## src/rtl/emulib_rammodel_resp_timer_pkg.sv

```systemverilog
`default_nettype none
// +--------------------------------------------------------------------------+
// | emulib_rammodel_resp_timer_pkg                                           |
// | Shared ticket sizing and wrap-safe due comparison for the response timer |
// | Rev 1.0                                                                  |
// +--------------------------------------------------------------------------+
package emulib_rammodel_resp_timer_pkg;

  localparam int TS_MAX_WIDTH = 64;

  // A ticket is the absolute release timestamp, so it is exactly as wide as the counter.
  function automatic int ticket_width(input int ts_width);
    return ts_width;
  endfunction

  // Due once (now - due) is non-negative in ts_width-bit two's complement.
  // This holds across wrap as long as the latency stays below 2^(ts_width-1).
  function automatic logic ts_is_due(input logic [TS_MAX_WIDTH-1:0] now,
                                     input logic [TS_MAX_WIDTH-1:0] due,
                                     input int                      ts_width);
    logic [TS_MAX_WIDTH-1:0] diff;
    logic [TS_MAX_WIDTH-1:0] msb;
    diff = now - due;
    msb  = diff >> (ts_width - 1);
    return ~msb[0];
  endfunction

endpackage : emulib_rammodel_resp_timer_pkg
`default_nettype wire

```

## src/rtl/emulib_rammodel_resp_timer_fifo.sv

```systemverilog
`default_nettype none
// +--------------------------------------------------------------------------+
// | emulib_fifo                                                              |
// | Small ticket FIFO; push while full is dropped unless a pop frees a slot. |
// | Rev 1.0                                                                  |
// +--------------------------------------------------------------------------+
module emulib_fifo #(
  parameter int WIDTH     = 16,
  parameter int DEPTH     = 8,
  parameter int FAST_READ = 1
) (
  input  logic             clk,
  input  logic             rst_n,
  input  logic             i_push,
  input  logic [WIDTH-1:0] i_data,
  input  logic             i_pop,
  output logic [WIDTH-1:0] o_data,
  output logic             o_empty,
  output logic             o_overflow
);
  import emulib_rammodel_resp_timer_pkg::*;

  localparam int PTR_W = (DEPTH > 1) ? $clog2(DEPTH) : 1;
  localparam int CNT_W = $clog2(DEPTH + 1);

  logic [WIDTH-1:0] r_mem [DEPTH];
  logic [PTR_W-1:0] r_wptr;
  logic [PTR_W-1:0] r_rptr;
  logic [CNT_W-1:0] r_count;

  logic w_empty;
  logic w_full;
  logic w_do_pop;
  logic w_do_push;

  function automatic logic [PTR_W-1:0] next_ptr(input logic [PTR_W-1:0] p);
    if (p == PTR_W'(DEPTH - 1)) return '0;
    return p + PTR_W'(1);
  endfunction

  assign w_empty    = (r_count == '0);
  assign w_full     = (r_count == CNT_W'(DEPTH));
  assign w_do_pop   = i_pop && !w_empty;
  assign w_do_push  = i_push && (!w_full || w_do_pop);
  assign o_empty    = w_empty;
  assign o_overflow = i_push && !w_do_push;

  always_ff @(posedge clk or negedge rst_n) begin
    if (!rst_n) begin
      r_wptr  <= '0;
      r_rptr  <= '0;
      r_count <= '0;
    end else begin
      if (w_do_push) r_wptr <= next_ptr(r_wptr);
      if (w_do_pop)  r_rptr <= next_ptr(r_rptr);
      case ({w_do_push, w_do_pop})
        2'b10:   r_count <= r_count + CNT_W'(1);
        2'b01:   r_count <= r_count - CNT_W'(1);
        default: r_count <= r_count;
      endcase
    end
  end

  always_ff @(posedge clk) begin
    if (w_do_push) r_mem[r_wptr] <= i_data;
  end

  generate
    if (FAST_READ != 0) begin : g_fast_read
      assign o_data = r_mem[r_rptr];
    end else begin : g_reg_read
      logic [WIDTH-1:0] r_dout;
      always_ff @(posedge clk or negedge rst_n) begin
        if (!rst_n)        r_dout <= '0;
        else if (w_do_pop) r_dout <= r_mem[r_rptr];
      end
      assign o_data = r_dout;
    end
  endgenerate

endmodule : emulib_fifo
`default_nettype wire

```

## src/rtl/emulib_rammodel_resp_timer.sv

```systemverilog
`default_nettype none
// +--------------------------------------------------------------------------+
// | emulib_rammodel_resp_timer                                               |
// | Holds backend R/B responses until a fixed latency after their request.   |
// | Rev 1.0                                                                  |
// +--------------------------------------------------------------------------+
module emulib_rammodel_resp_timer #(
  parameter int ADDR_WIDTH     = 32,
  parameter int DATA_WIDTH     = 64,
  parameter int ID_WIDTH       = 4,
  parameter int MAX_R_INFLIGHT = 8,
  parameter int MAX_W_INFLIGHT = 8,
  parameter int R_LATENCY      = 10,
  parameter int W_LATENCY      = 6,
  parameter int TS_WIDTH       = 16
) (
  input  logic                  clk,
  input  logic                  rst_n,

  input  logic                  axi_arvalid,
  input  logic                  axi_arready,
  input  logic                  axi_wvalid,
  input  logic                  axi_wready,
  input  logic                  axi_wlast,

  input  logic                  be_rvalid,
  output logic                  be_rready,
  input  logic [DATA_WIDTH-1:0] be_rdata,
  input  logic [1:0]            be_rresp,
  input  logic [ID_WIDTH-1:0]   be_rid,
  input  logic                  be_rlast,

  input  logic                  be_bvalid,
  output logic                  be_bready,
  input  logic [1:0]            be_bresp,
  input  logic [ID_WIDTH-1:0]   be_bid,

  output logic                  axi_rvalid,
  input  logic                  axi_rready,
  output logic [DATA_WIDTH-1:0] axi_rdata,
  output logic [1:0]            axi_rresp,
  output logic [ID_WIDTH-1:0]   axi_rid,
  output logic                  axi_rlast,

  output logic                  axi_bvalid,
  input  logic                  axi_bready,
  output logic [1:0]            axi_bresp,
  output logic [ID_WIDTH-1:0]   axi_bid,

  // remu_trigger: sticky, cleared only by reset
  output logic                  ticket_overflow
);
  import emulib_rammodel_resp_timer_pkg::*;

  localparam int TICKET_W = ticket_width(TS_WIDTH);

  // Address width only keeps the parameter set aligned with the request side.
  generate
    if (ADDR_WIDTH < 1) begin : g_addr_width_unused
    end
  endgenerate

  logic [TS_WIDTH-1:0] r_now;
  logic                r_ticket_overflow;

  logic                w_ar_push;
  logic                w_w_push;
  logic [TICKET_W-1:0] w_r_push_ts;
  logic [TICKET_W-1:0] w_w_push_ts;
  logic [TICKET_W-1:0] w_r_head;
  logic [TICKET_W-1:0] w_w_head;
  logic                w_r_empty;
  logic                w_w_empty;
  logic                w_r_ovf;
  logic                w_w_ovf;
  logic                w_r_due;
  logic                w_b_due;
  logic                w_r_pop;
  logic                w_b_pop;

  assign w_ar_push   = axi_arvalid && axi_arready;
  assign w_w_push    = axi_wvalid && axi_wready && axi_wlast;
  assign w_r_push_ts = r_now + TICKET_W'(R_LATENCY);
  assign w_w_push_ts = r_now + TICKET_W'(W_LATENCY);

  emulib_fifo #(
    .WIDTH     (TICKET_W),
    .DEPTH     (MAX_R_INFLIGHT),
    .FAST_READ (1)
  ) u_r_tickets (
    .clk        (clk),
    .rst_n      (rst_n),
    .i_push     (w_ar_push),
    .i_data     (w_r_push_ts),
    .i_pop      (w_r_pop),
    .o_data     (w_r_head),
    .o_empty    (w_r_empty),
    .o_overflow (w_r_ovf)
  );

  emulib_fifo #(
    .WIDTH     (TICKET_W),
    .DEPTH     (MAX_W_INFLIGHT),
    .FAST_READ (1)
  ) u_w_tickets (
    .clk        (clk),
    .rst_n      (rst_n),
    .i_push     (w_w_push),
    .i_data     (w_w_push_ts),
    .i_pop      (w_b_pop),
    .o_data     (w_w_head),
    .o_empty    (w_w_empty),
    .o_overflow (w_w_ovf)
  );

  assign w_r_due = !w_r_empty &&
                   ts_is_due(TS_MAX_WIDTH'(r_now), TS_MAX_WIDTH'(w_r_head), TS_WIDTH);
  assign w_b_due = !w_w_empty &&
                   ts_is_due(TS_MAX_WIDTH'(r_now), TS_MAX_WIDTH'(w_w_head), TS_WIDTH);

  // Only the head ticket gates a burst; later beats follow with no extra delay.
  assign axi_rvalid = be_rvalid && w_r_due;
  assign be_rready  = axi_rready && w_r_due;
  assign axi_rdata  = be_rdata;
  assign axi_rresp  = be_rresp;
  assign axi_rid    = be_rid;
  assign axi_rlast  = be_rlast;
  assign w_r_pop    = be_rvalid && be_rready && be_rlast;

  assign axi_bvalid = be_bvalid && w_b_due;
  assign be_bready  = axi_bready && w_b_due;
  assign axi_bresp  = be_bresp;
  assign axi_bid    = be_bid;
  assign w_b_pop    = be_bvalid && be_bready;

  assign ticket_overflow = r_ticket_overflow;

  always_ff @(posedge clk or negedge rst_n) begin
    if (!rst_n) begin
      r_now             <= '0;
      r_ticket_overflow <= 1'b0;
    end else begin
      r_now             <= r_now + TS_WIDTH'(1);
      r_ticket_overflow <= r_ticket_overflow || w_r_ovf || w_w_ovf;
    end
  end

endmodule : emulib_rammodel_resp_timer
`default_nettype wire
```

## config.mk

```make
export PLATFORM = sky130hd
export DESIGN_NAME = emulib_rammodel_resp_timer
export DESIGN_NICKNAME = d
export VERILOG_FILES = /design/src/rtl/emulib_rammodel_resp_timer_pkg.sv /design/src/rtl/emulib_rammodel_resp_timer_fifo.sv /design/src/rtl/emulib_rammodel_resp_timer.sv
export SDC_FILE = /design/constraint.sdc
export NUM_CORES = 1
export LEC_CHECK = 0
export CORE_MARGIN = 5
export CORE_UTILIZATION = 60
export CTS_CLUSTER_DIAMETER = 40
export CTS_CLUSTER_SIZE = 40
export DETAILED_ROUTE_END_ITERATION = 10
export PLACE_DENSITY = 0.85
export RECOVER_POWER = 25
export SETUP_SLACK_MARGIN = 0.05
export SLEW_MARGIN = 25
export SYNTH_ARGS = -nofsm -noshare
export SYNTH_HDL_FRONTEND = slang
export SYNTH_HIERARCHICAL = 1
export SYNTH_SLANG_ARGS = --single-unit
export TNS_END_PERCENT = 10
```

## constraint.sdc

```tcl
create_clock -name clk -period 15 [get_ports clk]
set_input_delay 3 -clock clk [delete_from_list [all_inputs] [get_ports clk]]
set_output_delay 3 -clock clk [all_outputs]
set_load 0.01 [all_outputs]
```

==> flow_metrics.tcl <==
set metrics [dict create \
    wirelength_um 26500 \
    min_path_type "reg2reg" \
    hold_slack_ns 0.538 \
    core-area_mm2 0.0227 \
    root_buffer "clkbuf_16" \
    htreeDepth 2 \
    leakage_nw 5.54 \
    layout.nets 944 \
    viasPerCell 6.08 \
    wire_per_inst_um 23.6 \
    arrival_ns 4.67 \
    syn_avg_cell_area_um2 16.3 \
    yosys_register_bits 293 \
    cts_resized 0 \
    critPathKind "in2out" \
    cp-end-kind "primary output" \
    reg2reg_to "u_r_tickets/r_count[3]" \
    synth_cell_types 53 \
    post-cts-setup-buffer-count 0 \
    period_needed_ns 7.67 \
    r2r_slack_ns 9.44 \
    ff2ff_path_depth 18 \
    ant_nets 0 \
    p_per_area_mw_per_mm2 170 \
    syn2layout_area_growth_pct 8.83 \
    die_y_um 162 \
    synth_most_common_cell "edfxtp_1" \
    numCtsBuffers 38 \
    synthesis.nets 981 \
    crit_start "axi_rready" \
    synth_edf_count 256 \
    grt_max_degree 38 \
    hold_start "u_w_tickets/r_wptr[0]" \
    drc 0 \
    synth_seq_area_share 0.622 \
    synth_common_cells "edfxtp_1, buf_4, mux4_1" \
    r2r_start "u_r_tickets/r_rptr[0]" \
    drtPass1Iterations 7 \
    diodes 0 \
    post-synth-top-area-cell "edfxtp_1" \
    pin_count 170 \
    synth_ff_type "edfxtp_1" \
    postCtsHoldBufs 0 \
    setup_tns_ns 0 \
    synthArstFlopShare 0.126 \
    relSlewSlack 0.360 \
    finalHoldViolCount 0 \
    netlist_area_mm2 0.0139 \
    cts_tree "done" \
    synth_area_leaders "edfxtp_1, mux4_1, dfrtp_1, buf_4, ha_1" \
    cp-start-kind "input port" \
    status "finished, final reports clean" \
    holdPathEnd "u_w_tickets/r_wptr[0]" \
    drive_gt1_frac 0.199 \
    cp_max_fo 3 \
    crit_required_ns 12.00 \
    antenna_found_initial 0 \
    grt_pass1_wl_um 41100 \
    ir_drop_mv 0.168 \
    cap_violations 0 \
    grt_overflow 0 \
    fillers 1437 \
    clkSlewWorstSetupHoldPaths_ns 0.05 \
    dp_hpwl_um 16200 \
    start_util 0.610 \
    synth.top_cell.area_share 0.555 \
    clk_latency_ns 0.53 \
    clock-sinks 293 \
    grt_use_total 0.204 \
    fin_crit_sh 0.512 \
    worst_pin_slew_ns 0.934 \
    drtIter0Drc 498 \
    setup_viol 0 \
    clk_path_buf_depth 3 \
    max_freq_mhz 130 \
    yosys_warnings 6 \
    slew_violations 0 \
    skew_ns 0.0241 \
    hold_path_depth 2 \
    grt_pass1_vias 7216 \
    fp-row-count 55 \
    dieArea_mm2 0.0262 \
    synth_cells 848 \
    io_buffers 17 \
    route.vias.total 6842 \
    gp_congestion 0.771 \
    rsz0062_at_grt "false" \
    dieWidth_um 162 \
]
-- critical path: stages --
cell	delay (ns)
clkdlybuf4s50_1	0.50
nor2b_1	0.21
nand2_1	0.09
mux2i_1	0.27
clkdlybuf4s50_1	0.61
-- layout by cell type, fill, tap and decap left out, drive strengths merged, types with 5 or more instances in the layout --
cell type / instances
a21oi: 19
buf: 21
clkbuf: 46
clkdlybuf4s50: 16
clkinv: 13
dfrtp: 37
edfxtp: 256
ha: 43
inv: 49
mux2: 40
mux2i: 8
mux4: 64
nand2: 38
nand2b: 11
nand3: 7
nand4: 8
nor2: 36
nor2b: 6
nor3: 12
o211ai: 5
o21ai: 16
or3: 9
xnor2: 26
xor2: 24
-- per-layer routing --
metal  vias up  wire [µm]  GRT usage  part of all wire
met5         -          0          0                 0
met4         0       1190     0.0957             0.045
met3        79       1620     0.0365             0.061
met2       218      13500      0.354              0.51
met1      3450      10300      0.250              0.39
li1       3095          -          -                 -
-- sequential cells by signal, summed over array words and instances, names as in the netlist --
register and flops:
ticket_overflow 1, u_w_tickets/r_wptr 3, u_w_tickets/r_count 4, u_r_tickets/r_count 4, u_r_tickets/r_rptr 3, u_r_tickets/r_mem 128
r_now 16, u_w_tickets/r_mem 128, u_r_tickets/r_wptr 3, u_w_tickets/r_rptr 3
-- worst max path at each step --
| stage | endpoint | slack (ns) | depth (start not counted) |
|---|---|---|---|
| 5_1_grt | axi_rvalid | 7.27 | 5 |
| 3_5_place_dp | be_rready | 7.35 | 5 |
| 2_1_floorplan | axi_bvalid | 8.50 | 3 |
| 4_1_cts | be_rready | 7.33 | 5 |
| 6_report | be_rready | 7.33 | 5 |
| 3_3_place_gp | be_rready | 7.32 | 5 |
-- cell families (layout without fill, tap and decap cells) --
group / count (synthesis) / count (layout) / share of synthesized area
adders and majority gates: 45 / 45 / 0.0417
xor gates and xnor gates: 50 / 50 / 0.0316
DFF: 293 / 293 / 0.622
AOI/OAI and AO/OA: 58 / 58 / 0.0321
muxes: 112 / 112 / 0.156
and+or+nand+nor: 135 / 135 / 0.0471
buffers and inverters: 155 / 148 / 0.0703
-- cell type report --
class | count | area (µm²) | share of cell area
clock inverter | 24 | 275 | 0.0183
sequential | 293 | 8610 | 0.571
inverter | 41 | 154 | 0.0102
tap | 285 | 357 | 0.0236
clock buffer | 46 | 1060 | 0.0706
multi-input combinational | 400 | 4300 | 0.285
timing repair buffer | 37 | 318 | 0.0211
-- metrics by stage --
stage	instances	util	setup WS, ns	cell area (µm²)	power (mW)
floorplan	848	-	8.50	13900	1.54
global placement	1056	0.605	7.32	13700	1.62
detailed placement	1056	0.605	7.35	13700	1.65
CTS	1126	0.664	7.33	15100	2.59
global route	1126	0.664	7.27	15100	2.69
finish	1126	0.664	7.33	15100	2.56
-- power by group --
group / leakage (nW) / internal, mW / switching (mW)
clock network: 0.657 / 0.559 / 0.366
registers: 2.77 / 0.942 / 0.0566
logic: 2.10 / 0.314 / 0.323
No activity file was read; power rests on OpenSTA's default activity.
==> RTL change, RTL diff (same flow settings) <==
`FAST_READ` is set to 1 in 3 places; all go to 0.
--- a/src/rtl/emulib_rammodel_resp_timer_fifo.sv
+++ b/src/rtl/emulib_rammodel_resp_timer_fifo.sv
@@ -9,3 +9,3 @@
   parameter int DEPTH     = 8,
-  parameter int FAST_READ = 1
+  parameter int FAST_READ = 0
 ) (
--- a/src/rtl/emulib_rammodel_resp_timer.sv
+++ b/src/rtl/emulib_rammodel_resp_timer.sv
@@ -88,3 +88,3 @@
     .DEPTH     (MAX_R_INFLIGHT),
-    .FAST_READ (1)
+    .FAST_READ (0)
   ) u_r_tickets (
@@ -103,3 +103,3 @@
     .DEPTH     (MAX_W_INFLIGHT),
-    .FAST_READ (1)
+    .FAST_READ (0)
   ) u_w_tickets (
Check against the original RTL: not equivalent (a bounded check fails within 4 cycles, from zero or initial values and one cycle with rst_n low).
==> RTL change against the unedited design <==
Sequential share of layout area increased by 1.3 points. Global-route usage rose by 0.36 points. Sequential cell count is 32 higher. Synthesized cell count increased by 26%. Synthesized area increased by 7.7%. Power grew 6.3%. First-iteration DRC count up 13%. Clock power is 1% lower. Final area rose by 7.0%. Worst setup slack better by 0.023 ns. Routed wire length rose by 11%. Critical endpoint unchanged. Largest power group unchanged. Highest routed layer unchanged.
==> RTL change: results (changes against the unedited design) <==
- Status: finished, final reports clean (unchanged)
- Sw Share: 30.29% (was 29.10%)
- Worst Hold Slack: 0.4870 ns (was 0.5382 ns)
- Synth top area cells: edfxtp_1 52%, dfrtp_1 12%, mux2_2 5.2% (was edfxtp_1 55%, mux4_1 8.9%, dfrtp_1 6.7%)
- Vias: 8,229 (was 6,842)
- Most common library cells after synthesis: 256 x edfxtp_1, 82 x buf_4, 79 x nand2_1 (was 256 x edfxtp_1, 77 x buf_4, 47 x mux4_1)
- Synth Area in XOR/XNOR: 3.052% (was 3.160%)
- WL met3: 1.747 mm (was 1.621 mm)
- Placement Setup Slack: 7.344 ns (was 7.352 ns)
- Count of cell types in the netlist: 42 (was 53)
- Hold Path End: u_r_tickets/o_data[10] (was u_w_tickets/r_wptr[0])
- Sw Pwr: 824.3 uW (was 745.0 uW)
- Iter 0 DRT Violations: 564 (was 498)
- GR Util met1: 25.04% (about the same)
- Insertion delay to the later sink of the worst-skew pair: 0.51 ns (was 0.53 ns)
- Crit path DAT: 4.65 ns (was 4.67 ns)
- Wire length on met2: 15.30 mm (was 13.46 mm)
- Layout cell share with drive strength beyond 1: 17.34% (was 19.86%)
- Post-synth ARST share: 21.23% (was 12.63%)
- Routed len/inst: 21.61 um (was 23.56 um)
- Min-delay src: u_r_tickets/o_data[10] (was u_w_tickets/r_wptr[0])
- Syn_nets: 1,198 (was 981)
- LEAKAGE: 0.006096 uW (was 0.005536 uW)
- Max VDD drop: 0.0001923 V (was 0.0001685 V)
- GR Util All Layers: 20.76% (was 20.40%)
- First-pass GRT wire length: 45.95 mm (was 41.08 mm)
- Vias in the first global route: 8,558 (was 7,216)
- Relative slew slack: 33.23% (was 35.97%)
- M1 WL: 11.37 mm (was 10.26 mm)
- Largest net degree at the start of global routing: 70 (was 38)
- Clock share of power: 33.6% (was 36.1%)
- Num CTS Buffers: 36 (was 38)
- Grt met3 use: 3.913% (was 3.654%)
- GR Layer Usage met2: 36.61% (was 35.39%)
- Nets: 1,145 (was 944)
- Filler cell count in the final layout: 1,609 (was 1,437)
- Dpl hpwl: 17.59 mm (was 16.15 mm)
RTL change: cell count changes after synthesis, moves of 31 or more:
cell / unedited run / this run
a221o_1: 0 / 32
mux4_1: 47 / 0
nand2_1: 37 / 79
mux2_2: 38 / 69
o22ai_1: 0 / 32
dfrtp_1: 37 / 69
o21ai_1: 5 / 37
mux2i_1: 8 / 72
RTL change: final cells by class:
cell class                      instances  share of cell area, %
Clock buffer                           39                  5.849
Multi-Input combinational cell        571                  28.27
Clock inverter                         25                  2.017
Tap cell                              324                  2.513
Inverter                               40                 0.9309
Timing Repair Buffer                   38                  2.040
Sequential cell                       325                  58.38
RTL change: through the flow:
stage	instance area [um^2]	std cells
global placement	14860	1298
CTS	16130	1362
detailed placement	14860	1298
finish	16130	1362
floorplan	14920	1065
global route	16130	1362
RTL change: logic make-up after synthesis:
family	after synthesis
AOI/OAI and AO/OA	148
and+or+nand+nor	183
DFF	325
buffers and inverters	169
xor gates and xnor gates	52
muxes	143
adders and majority gates	45
